### src/rtl/gamma_pkg.sv
// Shared widths, FSM state type and LUT curve for the gamma encode/decode path.
package gamma_pkg;

    localparam int unsigned LIN_W        = 12;
    localparam int unsigned CODE_W       = 8;
    localparam int unsigned SEARCH_STEPS = 8;

    typedef enum logic [1:0] {
        ST_IDLE,
        ST_SEARCH,
        ST_ROUND,
        ST_DONE
    } gamma_inv_state_t;

    // Curve level for one code: round(4095 * (c/255)^4), exact integer math.
    function automatic logic [LIN_W-1:0] gamma_level(input int c);
        logic [63:0] p;
        logic [63:0] num;
        p   = 64'(c) * 64'(c);
        p   = p * p;
        num = 64'd4095 * p + 64'd2114125312;
        return LIN_W'(num / 64'd4228250625);
    endfunction

endpackage

### src/rtl/gamma.sv
// 8-bit code to 12-bit linear LED level lookup table (combinational).
module gamma
    import gamma_pkg::*;
(
    input  logic [CODE_W-1:0] code,
    output logic [LIN_W-1:0]  level
);

    localparam int unsigned DEPTH = 1 << CODE_W;

    logic [LIN_W-1:0] lut [DEPTH];

    // Table entries are elaboration-time constants.
    for (genvar i = 0; i < DEPTH; i++) begin : g_lut
        assign lut[i] = gamma_level(i);
    end

    assign level = lut[code];

endmodule

### src/rtl/gamma_inverse.sv
// Linear 12-bit intensity to 8-bit gamma code via MSB-first binary search over one gamma LUT.
// Optional nearest-code rounding step: define GAMMA_INVERSE_ROUND_EN.
module gamma_inverse
    import gamma_pkg::*;
(
    input  logic              clk,
    input  logic              rst,
    input  logic              in_valid,
    output logic              in_ready,
    input  logic [LIN_W-1:0]  in_data,
    output logic              out_valid,
    input  logic              out_ready,
    output logic [CODE_W-1:0] out_data
);

    localparam int unsigned IDX_W = $clog2(SEARCH_STEPS);

    gamma_inv_state_t  state;
    logic [LIN_W-1:0]  target;
    logic [CODE_W-1:0] code;
    logic [IDX_W-1:0]  idx;

    logic [CODE_W-1:0] trial;
    logic [CODE_W-1:0] lut_code;
    logic [CODE_W-1:0] code_next;
    logic [LIN_W-1:0]  lut_level;
    logic              hit;

`ifdef GAMMA_INVERSE_ROUND_EN
    logic [LIN_W-1:0]  g_lo;
    logic              round_up;
`endif

    // Trial code and shared LUT address mux.
    always_comb begin
        trial     = code | (CODE_W'(1) << idx);
        lut_code  = trial;
`ifdef GAMMA_INVERSE_ROUND_EN
        if (state == ST_ROUND) begin
            lut_code = code + CODE_W'(1);
        end
`endif
        hit       = (lut_level <= target);
        code_next = hit ? trial : code;
    end

`ifdef GAMMA_INVERSE_ROUND_EN
    // Strictly closer upper neighbour wins; ties keep the floor code.
    always_comb begin
        round_up = (code != '1) && ((lut_level - target) < (target - g_lo));
    end
`endif

    gamma u_gamma (
        .code  (lut_code),
        .level (lut_level)
    );

    always_ff @(posedge clk) begin
        if (rst) begin
            state     <= ST_IDLE;
            in_ready  <= 1'b0;
            out_valid <= 1'b0;
            out_data  <= '0;
            target    <= '0;
            code      <= '0;
            idx       <= '0;
`ifdef GAMMA_INVERSE_ROUND_EN
            g_lo      <= '0;
`endif
        end else begin
            case (state)
                ST_IDLE: begin
                    in_ready <= 1'b1;
                    if (in_valid && in_ready) begin
                        target   <= in_data;
                        code     <= '0;
                        idx      <= IDX_W'(SEARCH_STEPS - 1);
                        in_ready <= 1'b0;
                        state    <= ST_SEARCH;
`ifdef GAMMA_INVERSE_ROUND_EN
                        g_lo     <= '0;
`endif
                    end
                end
                ST_SEARCH: begin
                    code <= code_next;
`ifdef GAMMA_INVERSE_ROUND_EN
                    if (hit) begin
                        g_lo <= lut_level;
                    end
`endif
                    if (idx == '0) begin
`ifdef GAMMA_INVERSE_ROUND_EN
                        state     <= ST_ROUND;
`else
                        state     <= ST_DONE;
                        out_valid <= 1'b1;
                        out_data  <= code_next;
`endif
                    end else begin
                        idx <= idx - IDX_W'(1);
                    end
                end
`ifdef GAMMA_INVERSE_ROUND_EN
                ST_ROUND: begin
                    code      <= round_up ? code + CODE_W'(1) : code;
                    out_data  <= round_up ? code + CODE_W'(1) : code;
                    out_valid <= 1'b1;
                    state     <= ST_DONE;
                end
`endif
                ST_DONE: begin
                    if (out_ready) begin
                        out_valid <= 1'b0;
                        in_ready  <= 1'b1;
                        state     <= ST_IDLE;
                    end
                end
                default: begin
                    state <= ST_IDLE;
                end
            endcase
        end
    end

endmodule

### config.mk
export PLATFORM = sky130hd
export DESIGN_NAME = gamma_inverse
export DESIGN_NICKNAME = d
export VERILOG_FILES = /design/src/rtl/gamma_pkg.sv /design/src/rtl/gamma.sv /design/src/rtl/gamma_inverse.sv
export SDC_FILE = /design/constraint.sdc
export NUM_CORES = 1
export LEC_CHECK = 0
export CAP_MARGIN = 30
export CORE_ASPECT_RATIO = 1.2
export CORE_MARGIN = 2
export CORE_UTILIZATION = 60
export CTS_CLUSTER_DIAMETER = 120
export DETAILED_ROUTE_END_ITERATION = 8
export GPL_TIMING_DRIVEN = 1
export PLACE_DENSITY = 0.89
export SYNTH_ARGS = -nofsm -noshare
export SYNTH_HDL_FRONTEND = slang
export SYNTH_SLANG_ARGS = --single-unit
### constraint.sdc
create_clock -name clk -period 5.7 [get_ports clk]
set_input_delay 0.57 -clock clk [delete_from_list [all_inputs] [get_ports clk]]
set_output_delay 0.57 -clock clk [all_outputs]
set_load 0.05 [all_outputs]
==> results of run 1 <==
==> cells by family (layout without fill, tap and decap cells) <==
logic type	count (synthesis)	count (layout)	synth area share (%)
AOI/OAI and AO/OA	305	305	43.05
xor gates and xnor gates	2	2	0.3801
adders and majority gates	37	37	9.989
buffers and inverters	94	90	8.469
DFF	35	35	15.20
muxes	6	6	1.330
and+or+nand+nor	220	220	21.58
==> sequential cells by signal, summed over array words and instances, names as in the netlist <==
signal	count
target	12
code	8
out_data	8
idx	3
state	2
in_ready	1
out_valid	1
==> worst paths after layout <==
path	from	to	slack, ns
max	idx[0]	out_data[3]	0.45
min	target[8]	target[8]	0.47
max reg2reg	idx[0]	out_data[3]	0.45
min reg2reg	target[8]	target[8]	0.47
==> worst max-delay path, cell delays in order (launching register included) <==
cell,delay (ns)
sky130_fd_sc_hd__dfxtp_1,0.36
sky130_fd_sc_hd__inv_1,0.13
sky130_fd_sc_hd__ha_1,0.17
sky130_fd_sc_hd__nor2b_1,0.34
sky130_fd_sc_hd__nor2_1,0.10
sky130_fd_sc_hd__inv_1,0.22
sky130_fd_sc_hd__ha_1,0.37
sky130_fd_sc_hd__buf_4,0.28
sky130_fd_sc_hd__a21oi_1,0.08
sky130_fd_sc_hd__o21ai_0,0.60
sky130_fd_sc_hd__nor3_1,0.14
sky130_fd_sc_hd__o41ai_2,0.41
sky130_fd_sc_hd__a311oi_1,0.08
sky130_fd_sc_hd__nor4_1,0.55
sky130_fd_sc_hd__ha_1,0.25
sky130_fd_sc_hd__a21o_1,0.11
sky130_fd_sc_hd__a21o_1,0.11
sky130_fd_sc_hd__a21oi_1,0.06
sky130_fd_sc_hd__o21ai_0,0.16
sky130_fd_sc_hd__o21ai_0,0.11
sky130_fd_sc_hd__buf_4,0.17
sky130_fd_sc_hd__o211ai_1,0.18
sky130_fd_sc_hd__a21oi_1,0.10
==> placed cells by master, fill, tap and decap left out, types with 3 or more instances in the layout <==
| cell | n |
|---|---|
| sky130_fd_sc_hd__nand2_1 | 86 |
| sky130_fd_sc_hd__a21oi_1 | 81 |
| sky130_fd_sc_hd__o21ai_0 | 68 |
| sky130_fd_sc_hd__nor2_1 | 57 |
| sky130_fd_sc_hd__ha_1 | 36 |
| sky130_fd_sc_hd__dfxtp_1 | 35 |
| sky130_fd_sc_hd__buf_4 | 30 |
| sky130_fd_sc_hd__clkdlybuf4s50_1 | 25 |
| sky130_fd_sc_hd__inv_1 | 24 |
| sky130_fd_sc_hd__nor3_1 | 22 |
| sky130_fd_sc_hd__o211ai_1 | 22 |
| sky130_fd_sc_hd__a211oi_1 | 19 |
| sky130_fd_sc_hd__nand3_1 | 19 |
| sky130_fd_sc_hd__o311ai_0 | 12 |
| sky130_fd_sc_hd__a31oi_1 | 11 |
| sky130_fd_sc_hd__nor2b_1 | 10 |
| sky130_fd_sc_hd__a21o_1 | 10 |
| sky130_fd_sc_hd__o22ai_1 | 10 |
| sky130_fd_sc_hd__o21ai_1 | 6 |
| sky130_fd_sc_hd__a311oi_1 | 6 |
| sky130_fd_sc_hd__a32oi_1 | 5 |
| sky130_fd_sc_hd__o21a_1 | 5 |
| sky130_fd_sc_hd__mux2i_1 | 5 |
| sky130_fd_sc_hd__o31ai_1 | 5 |
| sky130_fd_sc_hd__nand4_1 | 5 |
| sky130_fd_sc_hd__clkbuf_8 | 5 |
| sky130_fd_sc_hd__or3_1 | 4 |
| sky130_fd_sc_hd__o2bb2ai_1 | 4 |
| sky130_fd_sc_hd__o31a_1 | 4 |
| sky130_fd_sc_hd__o221ai_1 | 4 |
| sky130_fd_sc_hd__nor3_2 | 3 |
| sky130_fd_sc_hd__a22oi_1 | 3 |
| sky130_fd_sc_hd__nand2b_1 | 3 |
| sky130_fd_sc_hd__a221oi_1 | 3 |
| sky130_fd_sc_hd__a211o_1 | 3 |
| sky130_fd_sc_hd__o2111ai_1 | 3 |
| sky130_fd_sc_hd__o311a_1 | 3 |
==> report_power, final <==
group / switching, mW / internal [mW]
Clock: 0.0977 / 0.0854
Sequential: 0.0235 / 0.263
Combinational: 0.862 / 0.371
==> layer usage <==
metal / share of wire (%) / vias to the layer above
met2: 42 / 619
met5: 0 / -
met3: 14 / 198
li1: - / 2597
met4: 9.4 / 0
met1: 34 / 2702
==> final cells by class <==
type | instances | area (um2)
Multi-Input combinational cell | 570 | 3525
Fill cell | 658 | 2574
Sequential cell | 35 | 700.7
Timing Repair Buffer | 55 | 475.5
Tap cell | 92 | 115.1
Inverter | 27 | 101.3
Clock buffer | 6 | 72.57
Clock inverter | 2 | 12.51
==> per-stage QoR <==
| step | hold slack [ns] | instances | area [um2] | setup WS, ns | utilization, % |
|---|---|---|---|---|---|
| floorplan | 0.4363 | 699 | 4609 | 0.9063 | - |
| global placement | 0.4450 | 779 | 4917 | 0.8036 | 64.91 |
| detailed placement | 0.4522 | 779 | 4917 | 0.7531 | 64.91 |
| CTS | 0.4623 | 787 | 5002 | 0.6855 | 66.03 |
| global route | 0.4779 | 787 | 5002 | 0.2952 | 66.03 |
| finish | 0.4667 | 787 | 5002 | 0.4487 | 66.03 |
==> run summary, run 1 <==
LOGIC SYNTHESIS
--------------------------------------------------------------------------------------
Post-synthesis register bit count .......................................           35
Count leader, synth ..................................................... sky130_fd_sc_hd__nand2_1
Number of unique standard cell types used by synthesis ..................           64
Post-Synthesis Mean Instance Area .......................................    6.594 um2
Proportion of synthesized chip area in sequential cells .................       15.20%
Yosys warning total .....................................................            0
Synth top area share ....................................................       15.20%
Commonest cells in the netlist .......................................... sky130_fd_sc_hd__nand2_1, sky130_fd_sc_hd__a21oi_1, sky130_fd_sc_hd__o21ai_0, sky130_fd_sc_hd__nor2_1, sky130_fd_sc_hd__ha_1
Fraction of registers with async set/reset ..............................           0%
Post-synthesis cell count ...............................................          699
Number of enable-type register cells in the synthesized netlist .........            0
Dominant cells by area after synthesis .................................. sky130_fd_sc_hd__dfxtp_1, sky130_fd_sc_hd__ha_1, sky130_fd_sc_hd__a21oi_1, sky130_fd_sc_hd__o21ai_0, sky130_fd_sc_hd__nand2_1
Syn_nets ................................................................          751
Cell Area, Synth ........................................................     4609 um2
Most area-hungry cell type in the Yosys netlist ......................... sky130_fd_sc_hd__dfxtp_1
Main flop type after synthesis .......................................... sky130_fd_sc_hd__dfxtp_1

GLOBAL ROUTING
--------------------------------------------------------------------------------------
Met2 global-route usage .................................................       75.51%
Gr ovfl total ...........................................................            0
Pin count of the biggest net entering global routing ....................           54
Wire length of the first global-routing pass ............................     31440 um
Busiest grt layer .......................................................         met2
Number of antenna violations at the first check in global routing .......            0
Routing usage on met1 ...................................................       58.54%
Aggregate global-route resource usage ...................................       48.08%
Via count of the first global-routing pass ..............................         5582
Met3 routing resource usage after global routing ........................       11.43%

CLOCK TREE
--------------------------------------------------------------------------------------
Count of instances resized after the clock tree is built ................            0
Clock slew at the register clock pins of the worst setup and hold paths .      0.08 ns
Clock tree from TritonCTS ...............................................        built
Number of sinks on the clock net ........................................           35
Number of clock buffers inserted by TritonCTS ...........................            5
Buffer levels on the longest clock path .................................            2
Maximum level of the CTS H-tree .........................................            2
Master cell of the clock root buffer .................................... sky130_fd_sc_hd__clkbuf_8
Number of buffers inserted for hold repair after clock tree synthesis ...            0
# Post-CTS Setup Buffers ................................................            0
Clock network latency to the later pin of the worst-skew pair ...........      0.30 ns

STA
--------------------------------------------------------------------------------------
Final worst-path cycle share ............................................       92.13%
Final hold violation count ..............................................            0
Setup Total Neg Slack ...................................................         0 ns
Final setup vio count ...................................................            0
Pins Over Slew Limit ....................................................            0
Maximum clock frequency .................................................    190.4 MHz
Pin slew with the least headroom to its limit ...........................     1.090 ns
Setup repair after global routing missed its margin .....................           no
Max Clock Skew ..........................................................  0.005425 ns
Max-Slew Margin vs Limit ................................................       27.25%
Min Clock Period, post-route ............................................     5.251 ns

FINAL LAYOUT
--------------------------------------------------------------------------------------
Post-layout nets ........................................................          746
Area overhead of the layout relative to synthesis .......................       8.523%
Ant. Diodes .............................................................            0
Layout cell share with drive strength beyond 1 ..........................       7.338%

PLACEMENT
--------------------------------------------------------------------------------------
Total of buffers placed on input and output ports .......................           25
GPL Wtd Cong ............................................................        1.178
HPWL after detailed placement ...........................................     14050 um

CRITICAL PATH
--------------------------------------------------------------------------------------
Largest fanout on the critical path .....................................           12
Critical path data arrival time .........................................      5.39 ns
Cell depth of the worst flop-to-flop path ...............................           22
Data required time of the critical path .................................      5.84 ns
Critical Path Sink Type .................................................    flip-flop
CP startpoint kind ......................................................    flip-flop
Setup Crit Path Kind .................................................... flip-flop to flip-flop

RUN STATUS
--------------------------------------------------------------------------------------
Run status .............................................................. complete, no violations

FLOORPLAN
--------------------------------------------------------------------------------------
Cell row count ..........................................................           35
Overall die height ......................................................     100.0 um
Number of I/O pins ......................................................           26
Core region area ........................................................     7576 um2
Effective utilization at floorplan ......................................       60.84%
Die area ................................................................     8402 um2
DIE WIDTH ...............................................................     84.01 um

ROUTING
--------------------------------------------------------------------------------------
Total number of vias ....................................................         6116
DRT Pass-1 Iters ........................................................            8
Antenna Violating Nets Remaining ........................................            0
Detailed-route DRC error count ..........................................            0
Detailed-route wire length ..............................................     20700 um
Initial detailed-routing violation count ................................         1268
Vias per cell ...........................................................        7.771
WL/cell .................................................................     26.30 um

POWER
--------------------------------------------------------------------------------------
Post-route total power ..................................................     1.703 mW
Standby leakage power ...................................................     1.858 nW
Power density cells ..................................................... 340.4 nW/um2
Worst voltage drop across the vdd grid ..................................    0.2859 mV

WORST HOLD PATH
--------------------------------------------------------------------------------------
Worst Hold Class ........................................................ flip-flop to flip-flop
Number of instances on the worst hold path ..............................            2

JOB
--------------------------------------------------------------------------------------
Maxcap violations .......................................................            0

Power figures use the tool's default switching activity.
==> run 2, diff against run 1 <==
--- a/config.mk
+++ b/config.mk
@@ -10,6 +10,7 @@
 export CORE_MARGIN = 2
 export CORE_UTILIZATION = 60
 export CTS_CLUSTER_DIAMETER = 120
+export CTS_CLUSTER_SIZE = 16
 export DETAILED_ROUTE_END_ITERATION = 8
 export GPL_TIMING_DRIVEN = 1
 export PLACE_DENSITY = 0.89
==> results of run 2 <==
No change in the layout: final DEF, timing and power equal those of run 1.
==> run 3, diff against run 2 <==
--- a/config.mk
+++ b/config.mk
@@ -9,11 +9,11 @@
 export CORE_ASPECT_RATIO = 1.2
 export CORE_MARGIN = 2
 export CORE_UTILIZATION = 60
-export CTS_CLUSTER_DIAMETER = 120
 export CTS_CLUSTER_SIZE = 16
 export DETAILED_ROUTE_END_ITERATION = 8
 export GPL_TIMING_DRIVEN = 1
 export PLACE_DENSITY = 0.89
+export SLEW_MARGIN = 10
 export SYNTH_ARGS = -nofsm -noshare
 export SYNTH_HDL_FRONTEND = slang
 export SYNTH_SLANG_ARGS = --single-unit
==> constraint.sdc (replaced) <==
create_clock -name clk -period 6.38 [get_ports clk]
set_input_delay 0.638 -clock clk [delete_from_list [all_inputs] [get_ports clk]]
set_output_delay 0.638 -clock clk [all_outputs]
set_load 0.05 [all_outputs]
==> run summary, run 3 (same netlist as run 1, synthesis figures left out) <==
RUN STATUS
--------------------------------------------------------------------------------------
Run status .............................................................. complete, no violations   unchanged

FLOORPLAN
--------------------------------------------------------------------------------------
Effective utilization at floorplan ......................................       60.84%   unchanged
Core region area ........................................................     7576 um2   unchanged
DIE WIDTH ...............................................................     84.01 um   unchanged
Number of I/O pins ......................................................           26   unchanged
Overall die height ......................................................     100.0 um   unchanged
Cell row count ..........................................................           35   unchanged
Die area ................................................................     8402 um2   unchanged

FINAL LAYOUT
--------------------------------------------------------------------------------------
Post-layout nets ........................................................          741   was 746
Commonest non-fill, non-tap cells in the layout ......................... sky130_fd_sc_hd__nand2_1, sky130_fd_sc_hd__a21oi_1, sky130_fd_sc_hd__o21ai_0   unchanged
Non-Filler Instances ....................................................          782   was 787
Register bank with the most flops .......................................       target   unchanged
Utilization after layout ................................................       66.34%   was 66.03%
Most common cell after layout, fill and taps aside ...................... sky130_fd_sc_hd__nand2_1   unchanged
Layout cell share with drive strength beyond 1 ..........................       6.812%   was 7.338%
Largest registers ranked by flip-flop count ............................. target (12), code (8), out_data (8)   unchanged
Ant. Diodes .............................................................            0   unchanged
Area overhead of the layout relative to synthesis .......................       9.039%   was 8.523%
Post-route design area ..................................................     5026 um2   was 5002 um2
Flip-flop count of the largest register, all copies and words added .....           12   unchanged

STA
--------------------------------------------------------------------------------------
Pin slew with the least headroom to its limit ...........................    0.8892 ns   was 1.090 ns
Pins Over Slew Limit ....................................................            0   unchanged
Final hold violation count ..............................................            0   unchanged
Maximum clock frequency .................................................    184.6 MHz   was 190.4 MHz
Final setup vio count ...................................................            0   unchanged
Max-Slew Margin vs Limit ................................................       40.40%   was 27.25%
Max Clock Skew ..........................................................   0.01570 ns   was 0.005425 ns
Setup repair after global routing missed its margin .....................           no   unchanged
Setup Total Neg Slack ...................................................         0 ns   unchanged
Final worst-path cycle share ............................................       84.90%   was 92.13%
Min Clock Period, post-route ............................................     5.417 ns   was 5.251 ns

ROUTING
--------------------------------------------------------------------------------------
Vias per cell ...........................................................        7.696   was 7.771
Detailed-route wire length ..............................................     20280 um   was 20700 um
WL/cell .................................................................     25.94 um   was 26.30 um
Top routing layer in use ................................................         met4   unchanged
Detailed-route DRC error count ..........................................            0   unchanged
Routed metal-1 wire length ..............................................      7062 um   was 7043 um
Sum of met3 wire segment lengths after detailed routing .................      2706 um   was 2926 um
Routed length on met2 ...................................................      8683 um   was 8778 um
Total number of vias ....................................................         6018   was 6116
Antenna Violating Nets Remaining ........................................            0   unchanged
Initial detailed-routing violation count ................................         1150   was 1268
DRT Pass-1 Iters ........................................................            6   was 8

CLOCK TREE
--------------------------------------------------------------------------------------
Number of sinks on the clock net ........................................           35   unchanged
Number of buffers inserted for hold repair after clock tree synthesis ...            0   unchanged
# Post-CTS Setup Buffers ................................................            0   unchanged
Clock network latency to the later pin of the worst-skew pair ...........      0.30 ns   about the same
Maximum level of the CTS H-tree .........................................            2   unchanged
Count of instances resized after the clock tree is built ................            0   unchanged
Number of clock buffers inserted by TritonCTS ...........................            5   unchanged
Buffer levels on the longest clock path .................................            2   unchanged
Clock slew at the register clock pins of the worst setup and hold paths .      0.08 ns   about the same
Master cell of the clock root buffer .................................... sky130_fd_sc_hd__clkbuf_8   unchanged
Clock tree from TritonCTS ...............................................        built   unchanged

GLOBAL ROUTING
--------------------------------------------------------------------------------------
Gr ovfl total ...........................................................            0   unchanged
Number of antenna violations at the first check in global routing .......            0   unchanged
Pin count of the biggest net entering global routing ....................           54   unchanged
Wire length of the first global-routing pass ............................     31280 um   was 31440 um
Via count of the first global-routing pass ..............................         5674   was 5582
Aggregate global-route resource usage ...................................       47.18%   was 48.08%

PLACEMENT
--------------------------------------------------------------------------------------
HPWL after detailed placement ...........................................     13590 um   was 14050 um
GPL Wtd Cong ............................................................        1.130   was 1.178
Total of buffers placed on input and output ports .......................           25   unchanged
Placed Area .............................................................     4857 um2   was 4917 um2
Dpl cells ...............................................................          771   was 779

POWER
--------------------------------------------------------------------------------------
Power density cells ..................................................... 304.0 nW/um2   was 340.4 nW/um2
Worst voltage drop across the vdd grid ..................................    0.2334 mV   was 0.2859 mV
Standby leakage power ...................................................     1.862 nW   was 1.858 nW

WORST HOLD PATH
--------------------------------------------------------------------------------------
Number of instances on the worst hold path ..............................            2   unchanged
Worst Hold Class ........................................................ flip-flop to flip-flop   unchanged
Beginning of the worst hold path ........................................    target[5]   was target[8]

CRITICAL PATH
--------------------------------------------------------------------------------------
RR Startpoint ...........................................................       idx[0]   unchanged
Stages on the worst setup path ..........................................           22   unchanged
Critical path buffers and inverters .....................................            5   was 4
Setup Crit Path Kind .................................................... flip-flop to flip-flop   unchanged
Cell depth of the worst flop-to-flop path ...............................           22   unchanged
Cell at the slowest stage of the critical path .......................... sky130_fd_sc_hd__o21ai_0   unchanged
Critical path data arrival time .........................................      5.64 ns   was 5.39 ns
Largest fanout on the critical path .....................................           17   was 12
Startpoint of the worst setup timing path ...............................       idx[0]   unchanged
CP startpoint kind ......................................................    flip-flop   unchanged
Cells along the critical path ........................................... inv_1 > ha_1 > nor2b_1 > nor2_1 > buf_4 > inv_1 > ha_1 > buf_4 > a21oi_1 > o21ai_0 > a21oi_1 > a221oi_1 > nor2_1 > o311a_1 > a311oi_1 > ha_1 > o21a_1 > o21a_1 > o21ai_0 > buf_4 > nand2_1 > o21ai_0   was inv_1 > ha_1 > nor2b_1 > nor2_1 > inv_1 > ha_1 > buf_4 > a21oi_1 > o21ai_0 > nor3_1 > o41ai_2 > a311oi_1 > nor4_1 > ha_1 > a21o_1 > a21o_1 > a21oi_1 > o21ai_0 > o21ai_0 > buf_4 > o211ai_1 > a21oi_1
Data required time of the critical path .................................      6.61 ns   was 5.84 ns
CP top delay family ..................................................... compound AO/OA/AOI/OAI gates   unchanged
Critical Path Sink Type .................................................    flip-flop   unchanged
Setup slack, reg-to-reg .................................................      0.96 ns   was 0.45 ns
Largest stage delay on the critical path ................................      0.55 ns   was 0.60 ns

JOB
--------------------------------------------------------------------------------------
Maxcap violations .......................................................            0   unchanged

==> run 3: cell count changes in the layout (fill, tap and decap cells not counted), sizes merged <==
cell	change
clkbuf	+1
buf	-6
bufinv	+1
inv	+1
clkinv	-1
clkinvlp	-1
==> run 3: worst paths after layout <==
kind,endpoint
worst max-delay path,code[1]
worst min-delay path,target[5]
worst max register to register,code[1]
worst min register to register,target[5]
==> run 3: cell type report <==
cell class,count,area [um2]
Sequential cell,35,700.7
Timing Repair Buffer,50,462.9
Clock inverter,2,38.79
Fill cell,625,2550
Clock buffer,6,82.58
Tap cell,92,115.1
Multi-Input combinational cell,570,3525
Inverter,27,101.3
==> run 3: stage by stage <==
step	hold slack, ns	total power, mW	setup slack [ns]
final	0.4591	1.528	0.9631
after global routing	0.4791	1.575	0.6352
after detailed placement	0.4467	1.240	1.132
after floorplan	0.4363	0.9312	1.586
after global placement	0.4435	1.237	1.259
after CTS	0.4576	1.455	1.087
==> run 3: worst min-delay path: cells and delay by family (launching register included) <==
family	cells	cell delay, ns
AO/OA/AOI/OAI	1	0.05
flip-flops	1	0.31
AND/OR/NAND/NOR	1	0.05
==> run 3: power by group <==
| part | switching, mW | internal, mW | total (mW) |
|---|---|---|---|
| Combinational | 0.738 | 0.318 | 1.06 |
| Sequential | 0.0223 | 0.235 | 0.258 |
| Clock | 0.0864 | 0.128 | 0.215 |
| Total | 0.846 | 0.682 | 1.53 |
==> run 3: metal layers <==
metal  global-route usage [%]  vias up
met5                        0        -
met4                    35.24        0
met3                    10.44      168
met2                    73.17      585
met1                    57.24     2680
li1                         -     2585
